File: src/rtl/pipe_adder_pkg.sv
// Shared types and helpers for the pipelined adder/subtractor (package adder_pkg).
package adder_pkg;

   typedef enum logic {
      OP_ADD = 1'b0,
      OP_SUB = 1'b1
   } op_e;

   // Width-independent part of a stage record; the operand and partial-sum
   // fields depend on WIDTH and live next to it in the top level.
   typedef struct packed {
      logic valid;
      logic carry;
   } stage_ctl_t;

   function automatic int unsigned slice_width(input int unsigned width,
                                               input int unsigned stages);
      return (stages == 0) ? width : width / stages;
   endfunction

endpackage

File: src/rtl/pipe_adder_slice.sv
// Combinational W-bit ripple adder used as one pipeline stage of pipe_adder.
// c_msb_o is the carry entering the top bit, needed for signed overflow.
module adder_slice #(
   parameter int unsigned W = 8
) (
   input  logic [W-1:0] a_i,
   input  logic [W-1:0] b_i,
   input  logic         c_i,
   output logic [W-1:0] sum_o,
   output logic         c_o,
   output logic         c_msb_o
);

   logic [W:0] w_c;

   // Ripple: each bit consumes the carry produced by the bit below it
   always_comb begin
      w_c[0] = c_i;
      sum_o  = '0;
      for (int i = 0; i < int'(W); i++) begin
         sum_o[i]  = a_i[i] ^ b_i[i] ^ w_c[i];
         w_c[i+1]  = (a_i[i] & b_i[i]) | (w_c[i] & (a_i[i] ^ b_i[i]));
      end
   end

   assign c_o     = w_c[W];
   assign c_msb_o = w_c[W-1];

endmodule

File: src/rtl/pipe_adder.sv
// Pipelined two's-complement adder/subtractor with valid/ready output.
// WIDTH is split into STAGES slices; stage k adds slice k with the carry
// registered by stage k-1. Operands still to be added travel right-aligned
// through the pipe; finished slices are shifted in from the top of the sum
// so the last stage holds the fully deskewed result.
// Optional feature macro: PIPE_ADDER_FLAGS_EN (overflow_o / zero_o).
// Without it both flags are tied low.
module pipe_adder
   import adder_pkg::*;
#(
   parameter int unsigned WIDTH  = 32,
   parameter int unsigned STAGES = 4
) (
   input  logic             clk_i,
   input  logic             rst_ni,
   input  logic             valid_i,
   output logic             ready_o,
   input  logic [WIDTH-1:0] a_i,
   input  logic [WIDTH-1:0] b_i,
   input  logic             sub_i,
   input  logic             carry_i,
   output logic             valid_o,
   input  logic             ready_i,
   output logic [WIDTH-1:0] sum_o,
   output logic             carry_o,
   output logic             overflow_o,
   output logic             zero_o
);

   localparam int unsigned SLICE = slice_width(WIDTH, STAGES);

   if ((STAGES < 1) || (STAGES > WIDTH) || ((WIDTH % STAGES) != 0)) begin : g_param_check
      $error("pipe_adder: WIDTH must be a non-zero multiple of STAGES");
   end

   op_e              w_op;
   logic             w_advance;
   logic [WIDTH-1:0] w_a_in     [STAGES];
   logic [WIDTH-1:0] w_b_in     [STAGES];
   logic [WIDTH-1:0] w_sum_in   [STAGES];
   logic             w_cin      [STAGES];
   logic             w_vin      [STAGES];
   logic [SLICE-1:0] w_slice_sum[STAGES];
   logic             w_cout     [STAGES];
   logic             w_cmsb     [STAGES];
   logic [WIDTH-1:0] w_sum_next [STAGES];
   logic             w_unused_cmsb;

   logic [WIDTH-1:0] r_sum [STAGES];
   logic [WIDTH-1:0] r_a   [STAGES];
   logic [WIDTH-1:0] r_b   [STAGES];
   stage_ctl_t       r_ctl [STAGES];

   assign w_op      = sub_i ? OP_SUB : OP_ADD;
   assign w_advance = !r_ctl[STAGES-1].valid || ready_i;
   assign ready_o   = w_advance;
   assign valid_o   = r_ctl[STAGES-1].valid;
   assign sum_o     = r_sum[STAGES-1];
   assign carry_o   = r_ctl[STAGES-1].carry;

   // Stage inputs: stage 0 from the ports (B inverted for subtract), later stages from the previous stage
   always_comb begin
      w_a_in[0]   = a_i;
      w_b_in[0]   = (w_op == OP_SUB) ? ~b_i : b_i;
      w_cin[0]    = (w_op == OP_SUB) ? 1'b1 : carry_i;
      w_vin[0]    = valid_i;
      w_sum_in[0] = '0;
      for (int k = 1; k < int'(STAGES); k++) begin
         w_a_in[k]   = r_a[k-1];
         w_b_in[k]   = r_b[k-1];
         w_cin[k]    = r_ctl[k-1].carry;
         w_vin[k]    = r_ctl[k-1].valid;
         w_sum_in[k] = r_sum[k-1];
      end
   end

   for (genvar k = 0; k < int'(STAGES); k++) begin : g_stage
      adder_slice #(.W(SLICE)) u_slice (
         .a_i    (w_a_in[k][SLICE-1:0]),
         .b_i    (w_b_in[k][SLICE-1:0]),
         .c_i    (w_cin[k]),
         .sum_o  (w_slice_sum[k]),
         .c_o    (w_cout[k]),
         .c_msb_o(w_cmsb[k])
      );
      assign w_sum_next[k] = (w_sum_in[k] >> SLICE)
                           | (WIDTH'(w_slice_sum[k]) << (WIDTH - SLICE));
   end

   // Only the final stage's MSB carry matters; the others are structurally unused
   always_comb begin
      w_unused_cmsb = 1'b0;
      for (int k = 0; k < int'(STAGES); k++) begin
         w_unused_cmsb = w_unused_cmsb ^ w_cmsb[k];
      end
   end

   // Stage registers: global stall on !advance; data loads only for valid ops so outputs hold across bubbles
   always_ff @(posedge clk_i or negedge rst_ni) begin
      if (!rst_ni) begin
         for (int k = 0; k < int'(STAGES); k++) begin
            r_sum[k] <= '0;
            r_ctl[k] <= '0;
            if (k < int'(STAGES) - 1) begin
               r_a[k] <= '0;
               r_b[k] <= '0;
            end
         end
      end else if (w_advance) begin
         for (int k = 0; k < int'(STAGES); k++) begin
            r_ctl[k].valid <= w_vin[k];
            if (w_vin[k]) begin
               r_sum[k]       <= w_sum_next[k];
               r_ctl[k].carry <= w_cout[k];
               if (k < int'(STAGES) - 1) begin
                  r_a[k] <= w_a_in[k] >> SLICE;
                  r_b[k] <= w_b_in[k] >> SLICE;
               end
            end
         end
      end
   end

`ifdef PIPE_ADDER_FLAGS_EN
   logic r_ovf;
   logic r_zero;

   // Flags from the final slice, registered in step with sum_o
   always_ff @(posedge clk_i or negedge rst_ni) begin
      if (!rst_ni) begin
         r_ovf  <= 1'b0;
         r_zero <= 1'b0;
      end else if (w_advance && w_vin[STAGES-1]) begin
         r_ovf  <= w_cmsb[STAGES-1] ^ w_cout[STAGES-1];
         r_zero <= (w_sum_next[STAGES-1] == '0);
      end
   end

   assign overflow_o = r_ovf;
   assign zero_o     = r_zero;
`else
   assign overflow_o = 1'b0;
   assign zero_o     = 1'b0;
`endif

endmodule

File: config.mk
export PLATFORM = sky130hd
export DESIGN_NAME = pipe_adder
export DESIGN_NICKNAME = d
export VERILOG_FILES = /design/src/rtl/pipe_adder_pkg.sv /design/src/rtl/pipe_adder_slice.sv /design/src/rtl/pipe_adder.sv
export SDC_FILE = /design/constraint.sdc
export NUM_CORES = 1
export LEC_CHECK = 0
export BUFFER_PORTS_ARGS = -buffer_cell sky130_fd_sc_hd__clkbuf_2
export CORE_MARGIN = 2
export CORE_UTILIZATION = 46
export CTS_BUF_LIST = sky130_fd_sc_hd__clkbuf_16
export CTS_CLUSTER_SIZE = 25
export DETAILED_ROUTE_END_ITERATION = 8
export GPL_TIMING_DRIVEN = 0
export PLACE_DENSITY = 0.65
export SYNTH_ARGS = -nofsm -noshare
export SYNTH_HDL_FRONTEND = slang
export SYNTH_SLANG_ARGS = --single-unit
File: constraint.sdc
create_clock -name clk_i -period 3.8 [get_ports clk_i]
set_clock_uncertainty 0.05 [all_clocks]
set_input_delay 0.19 -clock clk_i [delete_from_list [all_inputs] [get_ports clk_i]]
set_output_delay 0.19 -clock clk_i [all_outputs]
set_load 0.02 [all_outputs]
== Word-level counts from Yosys, hierarchy flattened ==
Index checks and enable logic that the tools add are counted.
Storage, ports and cells
  bits in latches: 0
  bits of input ports: 70
  flip-flop bits (word level): 208
  word-level logic and storage cells: 191
  RAM bits: 0
  bits in read-only memories: 0
  output and inout port bits: 37
  memories kept: 0
Operators by class
  add/sub/neg operators: 0
  muxes and demuxes: 3
  bitwise gates (word level): 164
  div/mod/pow operators: 0
  multiply operators: 0
  $lt $le $gt $ge: 0
  equality and inequality tests: 0
  reduce and logical (&&, ||, !) cells: 6
  shifts and indexed selects: 0
Operators by type and width (number)
  OR 24 x 32 -> 32 bit: 3
  bitwise AND 1 bit: 64
  bitwise XOR 1 bit: 64
  2-to-1 mux 32 bit: 1
  inverter 32 bit: 1
  OR 1 bit: 32
  AND reduction 2 bit: 4
  2-to-1 mux 1 bit: 2
  logical NOT 1 bit: 1
  logical OR 1 bit: 1

== Longest topological paths before layout ==
Gate-level depths: netlist of run 1.
  word-level depth: 19
  gate-level depth with buffers: 15
  gate-level depth less buffers: 13

== By module ==
A second synthesis of run 1 with hierarchy kept.
Unflattened totals
  cell total of the unflattened synthesis: 568
  area, all modules: 8189.1 µm²
By module, submodules not included
  pipe_adder: sequential area each 4604.4 µm², instances 1, cells each 496, area an instance 7398.3 µm²
  adder_slice: sequential area each 0.0 µm², instances 4, cells each 18, area an instance 197.7 µm²

== Worst setup path after synthesis of run 1 ==
Ideal clock, no wire load.
  path kind: input to register
  start point: input port sub_i
  end point: register r_sum[127] (netlist bit)
  data arrival time: 3.936 ns
  path buffers: 2
  slack: -0.311 ns
  data required time: 3.625 ns
  library setup time: 0.125 ns
  stages: 15
  path through: buf_2 -> buf_2 -> nor2_1 -> fa_1 -> inv_1 -> fa_1 -> inv_1 -> fa_1 -> fa_1 -> fa_1 -> fa_1 -> fa_1 -> inv_1 -> fa_1 -> mux2_4
Between the ends
  word-level cells in the longest chain between the ends: 18
  elaborated cells between the ends (all ways): 33
  classes of those cells: mux (3); bitwise (30)
RTL lines
  start: declaration: RTL line pipe_adder.sv:20  | input logic sub_i,
  2-to-1 mux 1 bit (*): RTL line pipe_adder.sv:54  | assign w_op = sub_i ? OP_SUB : OP_ADD;
  2-to-1 mux 32 bit: RTL line pipe_adder.sv:64  | w_b_in[0] = (w_op == OP_SUB) ? ~b_i : b_i;
  bitwise XOR 1 bit: RTL line pipe_adder_slice.sv:22  | w_c[i+1] = (a_i[i] & b_i[i]) | (w_c[i] & (a_i[i] ^ b_i[i]));
  bitwise AND 1 bit: RTL line pipe_adder_slice.sv:22
  OR 1 bit: RTL line pipe_adder_slice.sv:22
  bitwise AND 1 bit: RTL line pipe_adder_slice.sv:22
  OR 1 bit: RTL line pipe_adder_slice.sv:22
  bitwise AND 1 bit: RTL line pipe_adder_slice.sv:22
  [3 not listed]
  bitwise AND 1 bit: RTL line pipe_adder_slice.sv:22
  OR 1 bit: RTL line pipe_adder_slice.sv:22
  bitwise AND 1 bit: RTL line pipe_adder_slice.sv:22
  OR 1 bit: RTL line pipe_adder_slice.sv:22
  bitwise AND 1 bit: RTL line pipe_adder_slice.sv:22
  OR 1 bit: RTL line pipe_adder_slice.sv:22
  bitwise XOR 1 bit (*): RTL line pipe_adder_slice.sv:21  | sum_o[i] = a_i[i] ^ b_i[i] ^ w_c[i];
  named net g_stage[0].u_slice.sum_o[7]: RTL line pipe_adder_slice.sv:9  | output logic [W-1:0] sum_o,
  end signal: indexed assignment: RTL line pipe_adder.sv:113  | r_sum[k] <= w_sum_next[k];
  end: declaration: RTL line pipe_adder.sv:49  | logic [WIDTH-1:0] r_sum [STAGES];
Mark *: on every way through the listed nets, which the timed path passes. The rest lies on a longest branch.
A chain may end at the register's enable or synchronous reset.

== Worst setup path after layout of run 1 ==
Ends and elaborated chain as after synthesis.

==> results of run 1 <==
==> routing by layer <==
metal	vias to the layer above	routed length, um	GRT usage
li1	2184	-	-
met1	2388	6930	0.230
met2	101	7530	0.280
met3	25	641	0.0381
met4	0	327	0.0687
met5	-	0	0
==> registers in the layout, indices dropped and copies added, names as in the netlist <==
name     flops
valid_o      1
r_b         48
sum_o       32
r_ctl        6
r_sum       48
carry_o      1
r_a         48
==> final timing paths <==
check                                         endpoint  depth (start not counted)  slack, ps                 start
worst max-delay path            r_sum[127]$_DFFE_PN0P_                         15        150                 sub_i
worst min-delay path              r_b[107]$_DFFE_PN0P_                          3         20               b_i[19]
worst max register to register   r_sum[95]$_DFFE_PN0P_                         12        160  r_ctl[6]$_DFFE_PN0P_
worst min register to register     valid_o$_DFFE_PN0N_                          2        450  r_ctl[3]$_DFFE_PN0N_
max in group asynchronous        r_sum[40]$_DFFE_PN0P_                          3       2450                rst_ni
min in group asynchronous          r_a[76]$_DFFE_PN0P_                          2        330                rst_ni
==> metrics by stage <==
step / util / instances
2_1_floorplan: - / 578
3_3_place_gp: 0.513 / 909
3_5_place_dp: 0.515 / 910
4_1_cts: 0.565 / 973
5_1_grt: 0.566 / 974
6_report: 0.566 / 974
==> critical path, cell delays in order <==
cell,delay [ps]
buf_2,160
buf_6,200
xnor2_1,110
fa_1,360
inv_1,80
fa_1,170
inv_1,50
fa_1,410
fa_2,350
fa_2,350
fa_2,370
fa_1,370
inv_1,80
fa_1,400
mux2_4,260
==> what timing repair did <==
item                                    4_1_cts  5_1_grt
hold endpoints to repair                    117        0
endpoints found under the setup margin        3        3
gates resized for setup                       5        7
pin swaps                                     7       13
buffers inserted                              1        1
hold buffers                                 30        0
==> cell usage in the layout, fill, tap and decap left out, drive strengths merged, types with 2 or more instances in the layout <==
| master | synthesis | final |
|---|---|---|
| a21oi | 44 | 44 |
| buf | 58 | 61 |
| clkbuf | 5 | 124 |
| clkinv | 0 | 4 |
| clkinvlp | 0 | 2 |
| conb | 1 | 2 |
| dfrtp | 184 | 184 |
| dlygate4sd3 | 0 | 30 |
| fa | 32 | 32 |
| inv | 48 | 57 |
| mux2 | 139 | 139 |
| mux2i | 15 | 15 |
| nand2 | 5 | 5 |
| nand3 | 4 | 4 |
| o21ai | 7 | 7 |
| xnor2 | 28 | 28 |
| xor2 | 4 | 4 |
==> where the power goes <==
group	switching, mW	internal (mW)
logic	1.44	1.79
clock network	0.825	0.880
registers	0.514	2.87
total	2.77	5.54
==> layout make-up <==
type / instances / area [um^2]
Clock buffer: 17 / 425
Buffer: 63 / 444
Inverter: 48 / 180
Tap cell: 229 / 287
Sequential cell: 184 / 4600
Timing Repair Buffer: 135 / 862
Multi-Input combinational cell: 283 / 3100
Fill cell: 1518 / 7720
Clock inverter: 15 / 156
==> cell families after synthesis <==
family	Yosys count	synth area share
flip-flops	184	0.557
multiplexers	154	0.217
buffers and inverters	111	0.0748
AO/OA/AOI/OAI	51	0.0309
adder cells (fa/ha/maj)	32	0.0775
XOR/XNOR	32	0.0339
AND/OR/NAND/NOR	12	0.00817
other	1	0.000454
==> out/qor.csv, run 1 <==
stage;metric;value;unit
sta;fin_crit_sh;0.961;
sta;finalCriticalPeriod;3650;ps
drt;vias;4698;
worst_setup_path;critPathMaxFanout;10;
global_route;antenna_found_initial;0;
sta;tns;0;ps
yosys;seq_area_frac_synth;0.557;
sta;fmax;274;MHz
sta;grt_setup_unrepaired;false;
clock_network;cts-root-buf;clkbuf_16;
sta;relSlewSlack;0.512;
drt;viasPerCell;4.82;
yosys;yosys_warnings;0;
clock_network;clkTransAtPathRegs;70;ps
outcome;status;complete, no violations;
power;power_density;827;mW/mm^2
sta;drv_slew;0;
placement;place_area;0.00915;mm^2
worst_setup_path;cp.arrival;3920;ps
clock_network;ctsLongestPathBuffers;2;
drt;antenna_left;0;
cells_and_area;final_area;0.0101;mm^2
drt;wl;15.4;mm
sta;whs;22.2;ps
placement;dp_slack;-337;ps
global_route;grt_max_degree;97;
cells_and_area;n_antenna_cell;0;
sta;setup_viol;0;
power;leakagePower;4.66;nW
yosys;synth_top_area_share;0.557;
yosys;synth-edff-count;0;
floorplan;die_width;138;um
worst_hold_path;hold_class;primary input to flip-flop;
sta;tightest_slew;732;ps
placement;gp_congestion;0.758;
yosys;yosysMostFrequentCell;dfrtp_1;
clock_network;clkSinkCount;184;
floorplan;design.die.area;0.0191;mm^2
global_route;grt_pass1_wl;25.8;mm
yosys;yosys-top-cells-area;dfrtp_1, mux2_2, fa_1;
floorplan;fp.coreArea;0.0178;mm^2
clock_network;cts_buffers;17;
drt;dr.pass1.iters;4;
sta;worst_slack;147;ps
yosys;synth.distinct_cells;21;
worst_setup_path;path_class;primary input to flip-flop;
floorplan;die_h;138;um
yosys;synth-seq-cells;184;
run;max-cap-violations;0;
global_route;grt_pass1_vias;5086;
power;power;8.32;mW
drt;post_drt_wl_per_cell;15.8;um
drt;route.detailed.drc;0;
yosys;syn_inst;577;
floorplan;initial_utilization;0.465;
yosys;synth_commonest_cells;dfrtp_1, mux2_2, inv_1, a21oi_1, buf_4;
cells_and_area;area_delta_synth_final;21.7;%
cells_and_area;drive_gt1_frac;0.489;
clock_network;cts.htree.levels;4;
yosys;ys.flop_type;dfrtp_1;
clock_network;cts_tree;built;
global_route;track_usage;0.173;
floorplan;fp-row-count;49;
global_route;overflow;0;
placement;io_buffers;102;
yosys;async_flop_share;1.00;
worst_setup_path;crit_path_end_kind;flip-flop;
power;irDropWorstVdd;342;uV
floorplan;io_pins;107;
yosys;syn_area;0.00827;mm^2
cells_and_area;fin_nets;834;
worst_setup_path;start_kind;primary input;
yosys;synth_top_area_cell;dfrtp_1;
placement;dp.final_hpwl;10.9;mm
worst_setup_path;worst_ep_required_time;4060;ps
yosys;synth.avg_cell_area;14.3;um^2
clock_network;insertion_delay;430;ps
sta;hold_viol_final;0;
drt;first_iter_violations;252;
No activity file was read; power rests on OpenSTA's default activity.
==> run 2: changes to the inputs <==
--- a/config.mk
+++ b/config.mk
@@ -15,4 +15,5 @@
 export PLACE_DENSITY = 0.65
 export SYNTH_ARGS = -nofsm -noshare
 export SYNTH_HDL_FRONTEND = slang
+export SYNTH_HIERARCHICAL = 1
 export SYNTH_SLANG_ARGS = --single-unit
==> run 2 against run 1 <==
Clock-buffer cell count unchanged. First-iteration DRC count down 29%. Routed wire length down 0.58%. Non-clock buffer count down 3. Die area down 0.92%. Combinational power down 2%. Area after synthesis down 0.95%. Setup slack worse by 44 ps. Critical path type is now flip-flop to flip-flop.
==> out/qor.csv, run 2 <==
stage;metric;value;unit;change
yosys;synth_top_area_share;0.562;;was 0.557
clock_network;clkSinkCount;184;;unchanged
yosys;syn_inst;568;;was 577
floorplan;design.die.area;0.0189;mm^2;was 0.0191 mm^2
worst_setup_path;cp.depth;13;;was 15
run;max-cap-violations;0;;unchanged
clock_network;cts-root-buf;clkbuf_16;;unchanged
cells_and_area;multiInputGateArea;0.00305;mm^2;was 0.00310 mm^2
sta;worst_slack;103;ps;was 147 ps
drt;post_drt_wl_per_cell;16.0;um;was 15.8 um
worst_setup_path;start_kind;flip-flop;;was primary input
floorplan;fp-row-count;48;;was 49
worst_setup_path;crit_chain;fa_2, inv_2, fa_2, inv_1, fa_2, fa_2, fa_2, fa_2, inv_2, fa_1, inv_1, fa_1, mux2_2;;was buf_2, buf_6, xnor2_1, fa_1, inv_1, fa_1, inv_1, fa_1, fa_2, fa_2, fa_2, fa_1, inv_1, fa_1, mux2_4
global_route;grt_pass1_vias;4846;;was 5086
drt;antenna_left;0;;unchanged
yosys;synth_commonest_cells;dfrtp_1, mux2_2, a21oi_1, inv_1, buf_4;;was dfrtp_1, mux2_2, inv_1, a21oi_1, buf_4
yosys;synth.distinct_cells;18;;was 21
placement;place_area;0.00903;mm^2;was 0.00915 mm^2
clock_network;cts_tree;built;;unchanged
global_route;overflow;0;;unchanged
cells_and_area;final_area;0.00999;mm^2;was 0.0101 mm^2
floorplan;die_h;137;um;was 138 um
cells_and_area;reg_top3;r_a x48, r_b x48, r_sum x48;;unchanged
clock_network;cts_buffers;17;;unchanged
cells_and_area;fin_nets;822;;was 834
cells_and_area;drive_gt1_frac;0.506;;was 0.489
yosys;synth-seq-cells;184;;unchanged
worst_setup_path;crit_path_end_kind;flip-flop;;unchanged
sta;tightest_slew;697;ps;was 732 ps
placement;dp.cells;897;;was 910
placement;dp.final_hpwl;10.8;mm;was 10.9 mm
sta;whs;7.09;ps;was 22.2 ps
worst_setup_path;worst_ep_required_time;4070;ps;was 4060 ps
cells_and_area;area_delta_synth_final;22.0;%;was 21.7%
yosys;yosys-top-cells-area;dfrtp_1, mux2_2, fa_1;;unchanged
global_route;track_usage;0.177;;was 0.173
worst_setup_path;path_buf_inv;4;;was 5
drt;vias;4580;;was 4698
sta;drv_slew;0;;unchanged
outcome;status;complete, no violations;;unchanged
yosys;syn_area;0.00819;mm^2;was 0.00827 mm^2
clock_network;clkTransAtPathRegs;70;ps;about the same
worst_setup_path;crit_slowest_cell;fa_1;;unchanged
drt;first_iter_violations;179;;was 252
floorplan;initial_utilization;0.472;;was 0.465
drt;viasPerCell;4.78;;was 4.82
worst_setup_path;cp.arrival;3960;ps;was 3920 ps
placement;io_buffers;102;;unchanged
worst_setup_path;path_class;flip-flop to flip-flop;;was primary input to flip-flop
worst_setup_path;critPathMaxFanout;2;;was 10
yosys;yosysMostFrequentCell;dfrtp_1;;unchanged
yosys;synth-edff-count;0;;unchanged
global_route;grt_max_degree;100;;was 97
sta;grt_setup_unrepaired;true;;was false
sta;setup_viol;0;;unchanged
worst_setup_path;crit_family;adder cells;;unchanged
sta;fmax;271;MHz;was 274 MHz
cells_and_area;final_common_cell;dfrtp_1;;unchanged
floorplan;io_pins;107;;unchanged
drt;dr.pass1.iters;4;;unchanged
yosys;synth.avg_cell_area;14.4;um^2;was 14.3 um^2
cells_and_area;layout_common_cells;dfrtp_1, mux2_2, clkbuf_2, a21oi_1, inv_1;;unchanged
worst_hold_path;hold_path_depth;3;;unchanged
placement;dp_slack;-325;ps;was -337 ps
yosys;seq_area_frac_synth;0.562;;was 0.557
yosys;ys.flop_type;dfrtp_1;;unchanged
clock_network;cts.htree.levels;4;;unchanged
global_route;antenna_found_initial;0;;unchanged
floorplan;fp.coreArea;0.0174;mm^2;was 0.0178 mm^2
cells_and_area;layout.cells.non_filler;958;;was 974
yosys;synth_top_area_cell;dfrtp_1;;unchanged
worst_hold_path;hold_class;primary input to flip-flop;;unchanged
sta;finalCriticalPeriod;3700;ps;was 3650 ps
power;power_density;837;mW/mm^2;was 827 mW/mm^2
clock_network;insertion_delay;430;ps;about the same
sta;hold_viol_final;0;;unchanged
cells_and_area;fillers;1399;;was 1518
power;irDropWorstVdd;359;uV;was 342 uV
clock_network;ctsLongestPathBuffers;2;;unchanged
placement;gp_congestion;0.753;;was 0.758
worst_setup_path;slowest_delay;420;ps;was 410 ps
worst_setup_path;worst-r2r-cell-count;13;;was 12
sta;relSlewSlack;0.535;;was 0.512
drt;wl;15.3;mm;was 15.4 mm
yosys;yosys_warnings;6;;was 0
floorplan;die_width;137;um;was 138 um
cells_and_area;regArea;0.00460;mm^2;unchanged
cells_and_area;n_antenna_cell;0;;unchanged
drt;route.detailed.drc;0;;unchanged
yosys;async_flop_share;1.00;;unchanged
global_route;grt_pass1_wl;24.9;mm;was 25.8 mm
sta;fin_crit_sh;0.973;;was 0.961
power;leakagePower;4.52;nW;was 4.66 nW
worst_setup_path;cpMostUsedCell;fa_2;;was fa_1
==> run 2: path summary, 6_finish.rpt <==
| path | from | end | slack, ps |
|---|---|---|---|
| hold / removal | b_i[22] | r_b[110]$_DFFE_PN0P_ | 7 |
| min in group asynchronous | rst_ni | sum_o[2]$_DFFE_PN0P_ | 320 |
| hold reg to reg | r_ctl[3]$_DFFE_PN0P_ | valid_o$_DFFE_PN0P_ | 440 |
| max in group asynchronous | rst_ni | r_b[68]$_DFFE_PN0P_ | 2480 |
| setup / recovery | r_a[32]$_DFFE_PN0P_ | sum_o[31]$_DFFE_PN0P_ | 100 |
| setup reg to reg | r_a[32]$_DFFE_PN0P_ | sum_o[31]$_DFFE_PN0P_ | 100 |
==> run 2: cells by family (layout without fill, tap and decap cells) <==
family,after synthesis,count (layout),share of synthesized area
compound gates,50,50,0.0306
xor+xnor,32,32,0.0342
fa+ha+maj,32,32,0.0782
buf+inv,105,269,0.0712
flops,184,184,0.562
mux,157,157,0.218
other cells,1,2,0.000458
simple gates,7,7,0.00535
==> run 2: tightest hold or removal path: stages <==
cell and delay, ps:
clkbuf_2 90, xnor2_1 110, a21oi_1 60
==> run 2: cell type report <==
class                   instances  share of cell area
plain buffers                  63              0.0443
clock buffers                  17              0.0426
clock inverters                15              0.0188
inverters                      42              0.0158
multi-input cells             280               0.305
flip-flops and latches        184               0.461
well taps                     225              0.0282
repair buffers                132              0.0838
==> run 2: report_power, final <==
group / internal, mW / total (mW) / switching [mW]
combinational: 1.76 / 3.16 / 1.40
sequential: 2.88 / 3.38 / 0.509
clock: 1.09 / 1.82 / 0.729
total: 5.72 / 8.36 / 2.64
==> run 2: stage by stage <==
step                      setup TNS [ps]  utilization  power, mW
final                                  0        0.575       8.36
after global routing               -13.4        0.575       8.97
after CTS                              0        0.573       8.44
after detailed placement            -581        0.521       6.56
after global placement           -147380        0.518       6.39
after floorplan                    -40.3            -       5.68
==> run 2: layer usage <==
metal,track usage,part of all wire
met1,0.245,0.47
met2,0.278,0.48
met3,0.0379,0.034
met4,0.0601,0.015
met5,0,0
==> run 2: timing repair <==
action,CTS,global route
hold endpoints to repair,113,0
setup endpoints to repair,2,7
gates resized for setup,2,20
hold buffers,29,0
gates cloned,0,0
setup buffers,0,0
pin swaps,0,6
